### config.mk
export PLATFORM = sky130hd
export DESIGN_NAME = sig_misr_core
export DESIGN_NICKNAME = d
export VERILOG_FILES = /design/src/rtl/sig_misr_pkg.sv /design/src/rtl/sig_misr_core.sv
export SDC_FILE = /design/constraint.sdc
export NUM_CORES = 1
export LEC_CHECK = 0
export BUFFER_PORTS_ARGS = -buffer_cell sky130_fd_sc_hd__buf_2
export CAP_MARGIN = 20
export CORE_ASPECT_RATIO = 0.8
export CORE_MARGIN = 4
export CORE_UTILIZATION = 50
export CTS_CLUSTER_DIAMETER = 40
export DETAILED_ROUTE_END_ITERATION = 8
export PLACE_DENSITY_LB_ADDON = 0.3
export RECOVER_POWER = 25
export SLEW_MARGIN = 5
export SYNTH_ARGS = -nofsm -noshare
export SYNTH_HDL_FRONTEND = slang
export SYNTH_SLANG_ARGS = --single-unit
### constraint.sdc
create_clock -name CK -period 3.1 [get_ports CK]
set_clock_uncertainty 0.05 [all_clocks]
set_input_delay 0.31 -clock CK [delete_from_list [all_inputs] [get_ports CK]]
set_output_delay 0.31 -clock CK [all_outputs]
set_load 0.01 [all_outputs]
### src/rtl/sig_misr_pkg.sv
// Shared MISR definitions: FSM states, default feedback taps and seed, and the
// signature step function also used by the CRC_OUT generator.
package sig_misr_pkg;

  localparam int unsigned     SIG_W    = 32;
  localparam logic [SIG_W-1:0] DEF_POLY = 32'h0001_0811;
  localparam logic [SIG_W-1:0] DEF_SEED = 32'h0000_0000;

  typedef logic [SIG_W-1:0] sig_t;

  typedef enum logic [1:0] {
    IDLE  = 2'd0,
    ACCUM = 2'd1,
    CHECK = 2'd2,
    DONE  = 2'd3
  } state_t;

  // One MISR step: shift left, fold the outgoing MSB back through the taps, absorb data.
  function automatic sig_t misr_next(input sig_t sig, input sig_t data, input sig_t poly);
    return {sig[SIG_W-2:0], 1'b0} ^ (sig[SIG_W-1] ? poly : '0) ^ data;
  endfunction

endpackage

### src/rtl/sig_misr_core.sv
// Signature register: i_load restores SEED, i_en absorbs i_data in one cycle.
// No backpressure; the caller decides when a word is absorbed.
module sig_misr_core
  import sig_misr_pkg::*;
#(
  parameter int unsigned      WIDTH = SIG_W,
  parameter logic [WIDTH-1:0] POLY  = WIDTH'(DEF_POLY),
  parameter logic [WIDTH-1:0] SEED  = WIDTH'(DEF_SEED)
) (
  input  logic             CK,
  input  logic             RESET,
  input  logic             i_load,
  input  logic             i_en,
  input  logic [WIDTH-1:0] i_data,
  output logic [WIDTH-1:0] o_sig
);

  logic [WIDTH-1:0] r_sig;
  logic [WIDTH-1:0] w_next;

  generate
    if (WIDTH == SIG_W) begin : g_pkg_step
      assign w_next = misr_next(r_sig, i_data, POLY);
    end else begin : g_generic_step
      assign w_next = {r_sig[WIDTH-2:0], 1'b0} ^ (r_sig[WIDTH-1] ? POLY : '0) ^ i_data;
    end
  endgenerate

  always_ff @(posedge CK or negedge RESET) begin
    if (!RESET) begin
      r_sig <= SEED;
    end else if (i_load) begin
      r_sig <= SEED;
    end else if (i_en) begin
      r_sig <= w_next;
    end
  end

  assign o_sig = r_sig;

endmodule

==> results.md, run 1 <==
* Core region area at 2850 µm²
* Final worst hold slack at 267 ps
* Area fraction in compound gates after synthesis at 15.2%
* Clk Tree Root Cell: clkbuf_8
* R2r startpoint: o_sig[31]
* Failing checks: capacitance limit, slew limit
* Worst path top cell family by delay: buffers and inverters
* Crit-path cells: clkbuf_1
* Setup TNS at 0 ps
* Main combinational cell family by area after synthesis: XOR/XNOR gates
* Vias/cell at 5.04
* CTS H-tree depth at 2
* Die area at 4060 µm²
* # diodes at 0
* Syn_area_per_cell at 10.8 µm²
* GRT Total Usage at 17.2%
* Slew Limit Headroom at -10.5%
* Hold path cells at 3
* Worst skew pair latency at 280 ps
* CTS Buf Count at 5
* Setup WS post-layout at 1640 ps
* Largest area contributor in the netlist: dfrtp_1
* CTS resizes at 0
* CP Class: in2async
* Pre-CTS WS at 1470 ps
* Post-Route WL at 3.31 mm
* Critical path startpoint category: primary input
* Fin nets at 243
* Filler cells at 230
* Post-Synthesis Cells at 143
* Worst Hold Endpoint: o_sig[6]
* Synth-to-Final Area Change at 29.4%
* # rows at 17
* Post-synth EDFFs at 0
* Vias in the first global route at 1,159
* Post-synth ARST share at 100%
* Final period utilization at 47.0%
* Hold buffers post-CTS at 0
* Final ANT Viol Nets at 0
* CTS tree: yes
* CP Data Arrival Time at 1490 ps
* Top cell type's share of synthesized area at 51.7%
* Netlist cell types at 15
* VDD IR max at 0.000359 V
* HP Class: in2reg
* Yosys warns at 0
* Top post-synthesis cells by area: dfrtp_1 52%, xnor2_1 16%, a211oi_1 14%
* First-pass GRT wire length at 5.49 mm
* Max incr delay on CP at 1170 ps
* HP Start: i_data[6]
* Final Hold Fails at 0
* R2R Setup Slk at 1890 ps
* Die height at 57.8 µm
* Critical path buffers and inverters at 1
* Synth Net Count at 179
* Cell Pwr Density at 560 nW/µm²
* DR pass1 iterations at 4
* Antenna violations before repair at 0
* FMAX at 687 MHz
* Final Setup Violations at 0
* WL per Instance at 13.5 µm
* Hpwl dp at 2.42 mm
* Post-Synth XOR/XNOR Area at 19.1%
* Maximum clock path buffer count at 2
* Pleak at 0.964 nW
* Max-Cap Viols at 1
* DRC errors left at 0
* Pin count of the biggest net entering global routing at 38
* Seq/Total Area, Yosys at 51.7%
* Share of cells above drive strength 1 at 36.1%
* Area of the mapped netlist at 1550 µm²
* Starting Density at 54.3%
* Critical path depth in cells at 1
* Clock Sink Count at 32
* Crit-path slowest cell: clkbuf_1
* Critical Path End Type: asynchronous set/reset pin
* Req. time, crit path at 3140 ps
* Reg clk slew, reported paths at 70 ps
* RSZ-0062 raised after global routing: no
* Iter 0 DRT Violations at 70
* R2R Path End: o_sig[16]
* Adder-Cell Fraction of Synth Area at 0%
* # IOs at 68
* Status: finished, violations left
* Synth cell count leaders: 32 x dfrtp_1, 30 x nor2_1, 29 x a211oi_1, 29 x xnor2_1
* Multiplexer area fraction after synthesis at 0.646%
* Vias at 1,240
* Max-slew violation count at 33
* R2R depth at 3
* Flip-flop count of the largest register after layout at 32
* Met2 Track Usage GR at 27.2%
* GRT Max-Usage Layer: met2
* Minimum clock period at 1460 ps
* Flops & latches, synth at 32
* Simple-gate share of the synthesized area at 9.53%
* Routability cong. at 0.795
* Met3 Usage GRT at 6.76%
* Remaining Overflow, GRT at 0
* Max FO, Critical Path at 32
* Chip width at 70.2 µm
* Post-CTS setup buffer count at 0
* Count leader, synth: dfrtp_1
* IO buf count at 67
* Ys flop type: dfrtp_1
* Routing usage on met1 at 21.6%
* Tot Pwr at 1.12 mW
* Worst Max-Slew Pin Slew at 1660 ps
[area by class of cell]
cell class                 instances  area, µm²  share of cell area, %
sequential                        32        801                   40.0
tap                               38       47.5                   2.37
clock inverter                     1       30.0                   1.50
multi-input combinational        100        688                   34.3
clock buffer                       7       96.3                   4.81
timing repair buffer              68        342                   17.0
[layer usage]
metal,vias to the layer above,routed length (µm),share of wire [%]
met5,-,0,0
met4,0,42,1.3
met3,6,266,8.0
met2,39,1560,47
met1,576,1450,44
li1,619,-,-
[how the worst max path moves through the flow]
stage | from | slack, ps | endpoint
5_1_grt | RESET | 1250 | o_sig[14]
6_report | RESET | 1640 | o_sig[15]
2_1_floorplan | o_sig[31] | 1930 | o_sig[16]
3_5_place_dp | i_en | 1470 | o_sig[0]
4_1_cts | i_en | 1770 | o_sig[0]
3_3_place_gp | i_en | 1540 | o_sig[29]
[cells by family (layout without fill, tap and decap cells)]
group,Yosys count,count (layout)
and+or+nand+nor,36,36
xor gates and xnor gates,32,32
DFF,32,32
buffers and inverters,11,76
AOI/OAI and AO/OA,31,31
muxes,1,1
[metrics by stage]
stage / instance area [µm²] / std cells / utilization (%)
6_report: 2000 / 246 / 70.3
4_1_cts: 2010 / 246 / 70.4
5_1_grt: 2000 / 246 / 70.3
3_3_place_gp: 1880 / 238 / 65.9
2_1_floorplan: 1550 / 143 / -
3_5_place_dp: 1880 / 238 / 65.9
[power by group]
group	switching [mW]	leakage [nW]	internal (mW)
Combinational	0.101	0.483	0.100
Clock	0.151	0.0645	0.283
Sequential	0.0343	0.416	0.453
Total	0.286	0.964	0.837
[cell usage in the layout (no fill, tap or decap), types with 2 or more instances in the layout]
| cell type | instances |
|---|---|
| buf_2 | 66 |
| dfrtp_1 | 32 |
| o221ai_1 | 2 |
| a211oi_1 | 29 |
| nor2_1 | 30 |
| nand2b_1 | 2 |
| xnor2_1 | 29 |
| xor2_1 | 2 |
| nand2_1 | 2 |
| clkbuf_8 | 7 |
No activity file was read; power rests on OpenSTA's default activity.
==> run 2: changes to the inputs <==
--- a/config.mk
+++ b/config.mk
@@ -9,7 +9,7 @@
 export CAP_MARGIN = 20
 export CORE_ASPECT_RATIO = 0.8
 export CORE_MARGIN = 4
-export CORE_UTILIZATION = 50
+export CORE_UTILIZATION = 47
 export CTS_CLUSTER_DIAMETER = 40
 export DETAILED_ROUTE_END_ITERATION = 8
 export PLACE_DENSITY_LB_ADDON = 0.3
==> constraint.sdc (replaced) <==
create_clock -name CK -period 1.5 [get_ports CK]
set_clock_uncertainty 0.05 [all_clocks]
set_input_delay 0.15 -clock CK [delete_from_list [all_inputs] [get_ports CK]]
set_output_delay 0.15 -clock CK [all_outputs]
set_load 0.01 [all_outputs]
==> results.md, run 2 (synthesis gave the netlist of run 1 again) <==
* Status: complete, no violations
* Routability cong. at 0.771 (-3.0%)
* Setup WS post-layout at 325 ps (-1320 ps)
* CTS Buf Count at 5 (unchanged)
* # rows at 18 (+1)
* Vias in the first global route at 1,256 (+8.4%)
* Worst skew pair latency at 270 ps (about the same)
* IO buf count at 67 (unchanged)
* Chip width at 72.2 µm (+2.8%)
* Antenna violations before repair at 0 (unchanged)
* Final ANT Viol Nets at 0 (unchanged)
* Pre-CTS WS at 334 ps (-1140 ps)
* Hpwl dp at 2.50 mm (+3.5%)
* CP Data Arrival Time at 1280 ps (-210 ps)
* Final period utilization at 78.4%
* Critical Path End Type: register
* Maximum clock path buffer count at 2 (unchanged)
* Remaining Overflow, GRT at 0 (unchanged)
* Cell Pwr Density at 1000 nW/µm² (+79%)
* Minimum clock period at 1180 ps
* # diodes at 0 (unchanged)
* Req. time, crit path at 1600 ps (-1540 ps)
* VDD IR max at 0.000550 V (+53%)
* Max-Cap Viols at 0 (-1)
* Clk Tree Root Cell: clkbuf_8
* RSZ-0062 raised after global routing: no
* Fin nets at 247 (+1.6%)
* Most frequent cells in the layout: 67 x buf_2, 32 x dfrtp_1, 30 x nor2_1
* Placed insts at 243 (+2.1%)
* Slew Limit Headroom at 53.0% (+63 points)
* Hold buffers post-CTS at 1 (+1)
* Vias/cell at 5.01 (-0.57%)
* First-pass GRT wire length at 5.58 mm (+1.8%)
* Synth-to-Final Area Change at 28.0%
* DRC errors left at 0 (unchanged)
* CP Class: reg2reg
* Max-slew violation count at 0 (-100%)
* Share of cells above drive strength 1 at 36.4% (+0.31 points)
* CTS H-tree depth at 2 (unchanged)
* Post-route cell area at 1980 µm² (-1.1%)
* HP Class: in2reg
* Commonest non-fill, non-tap cell in the layout: buf_2
* Iter 0 DRT Violations at 46 (-34%)
* Cell Area, Placed at 1900 µm² (+1.3%)
* Worst Max-Slew Pin Slew at 705 ps (-952 ps)
* Max FO, Critical Path at 6 (-81%)
* Final Non-Filler Cells at 249 (+1.2%)
* Tot Pwr at 1.99 mW (+77%)
* Core region area at 3130 µm² (+9.8%)
* Setup TNS at 0 ps (unchanged)
* CTS tree: yes
* Final Hold Fails at 0 (unchanged)
* Reg clk slew, reported paths at 60 ps (about the same)
* Final Setup Violations at 0 (unchanged)
* Post-Route WL at 3.32 mm (+0.21%)
* Die area at 4280 µm² (+5.6%)
* Vias at 1,248 (+0.65%)
* # IOs at 68 (unchanged)
* Starting Density at 49.5% (-4.9 points)
* Die height at 59.3 µm (+2.7%)
* Clock Sink Count at 32 (unchanged)
* FMAX at 851 MHz
* WL per Instance at 13.3 µm (-1.0%)
* Pin count of the biggest net entering global routing at 33 (-13%)
* DR pass1 iterations at 4 (unchanged)
* CTS resizes at 0 (unchanged)
* GRT Total Usage at 16.9% (-0.25 points)
* Pleak at 0.957 nW (-0.74%)
* Post-CTS setup buffer count at 0 (unchanged)
* Critical path startpoint category: register
* Flip-flop count of the largest register after layout at 32 (unchanged)
==> run 2: report_power, final <==
group	internal (mW)	switching, mW
registers	0.937	0.0698
clock network	0.298	0.261
logic	0.215	0.211
==> run 2: per-stage QoR <==
stage / util, % / hold slack [ps]
after global placement: 60.8 / 181
after detailed placement: 60.8 / 193
after floorplan: - / -196
after CTS: 63.3 / 107
final: 63.3 / 117
after global routing: 63.3 / 119
==> run 2: critical path: stages, from the launching register on <==
cell and delay (ps):
dfrtp_1 440, xor3_1 380, mux2i_1 140, nor2_1 60
==> run 2: path summary, 6_finish.rpt <==
kind / slack (ps) / start / to / depth (start not counted)
max: 320 / o_sig[31] / o_sig[16] / 3
min: 120 / i_data[14] / o_sig[14] / 3
max reg2reg: 320 / o_sig[31] / o_sig[16] / 3
min reg2reg: 530 / o_sig[29] / o_sig[29] / 2
max in group asynchronous: 530 / RESET / o_sig[31] / 2
min in group asynchronous: 410 / RESET / o_sig[2] / 2
==> run 2: area by class of cell <==
type | count | area (µm²)
fill | 281 | 1150
sequential | 32 | 801
multi-input combinational | 100 | 688
timing repair buffer | 72 | 375
clock buffer | 5 | 68.8
tap | 40 | 50.0
==> run 2: metal layers <==
metal,up-vias,wire length (µm),global-route usage [%]
met5,-,0,0
met4,0,34,5.63
met3,4,267,4.41
met2,47,1450,27.2
met1,568,1570,22.3
li1,629,-,-
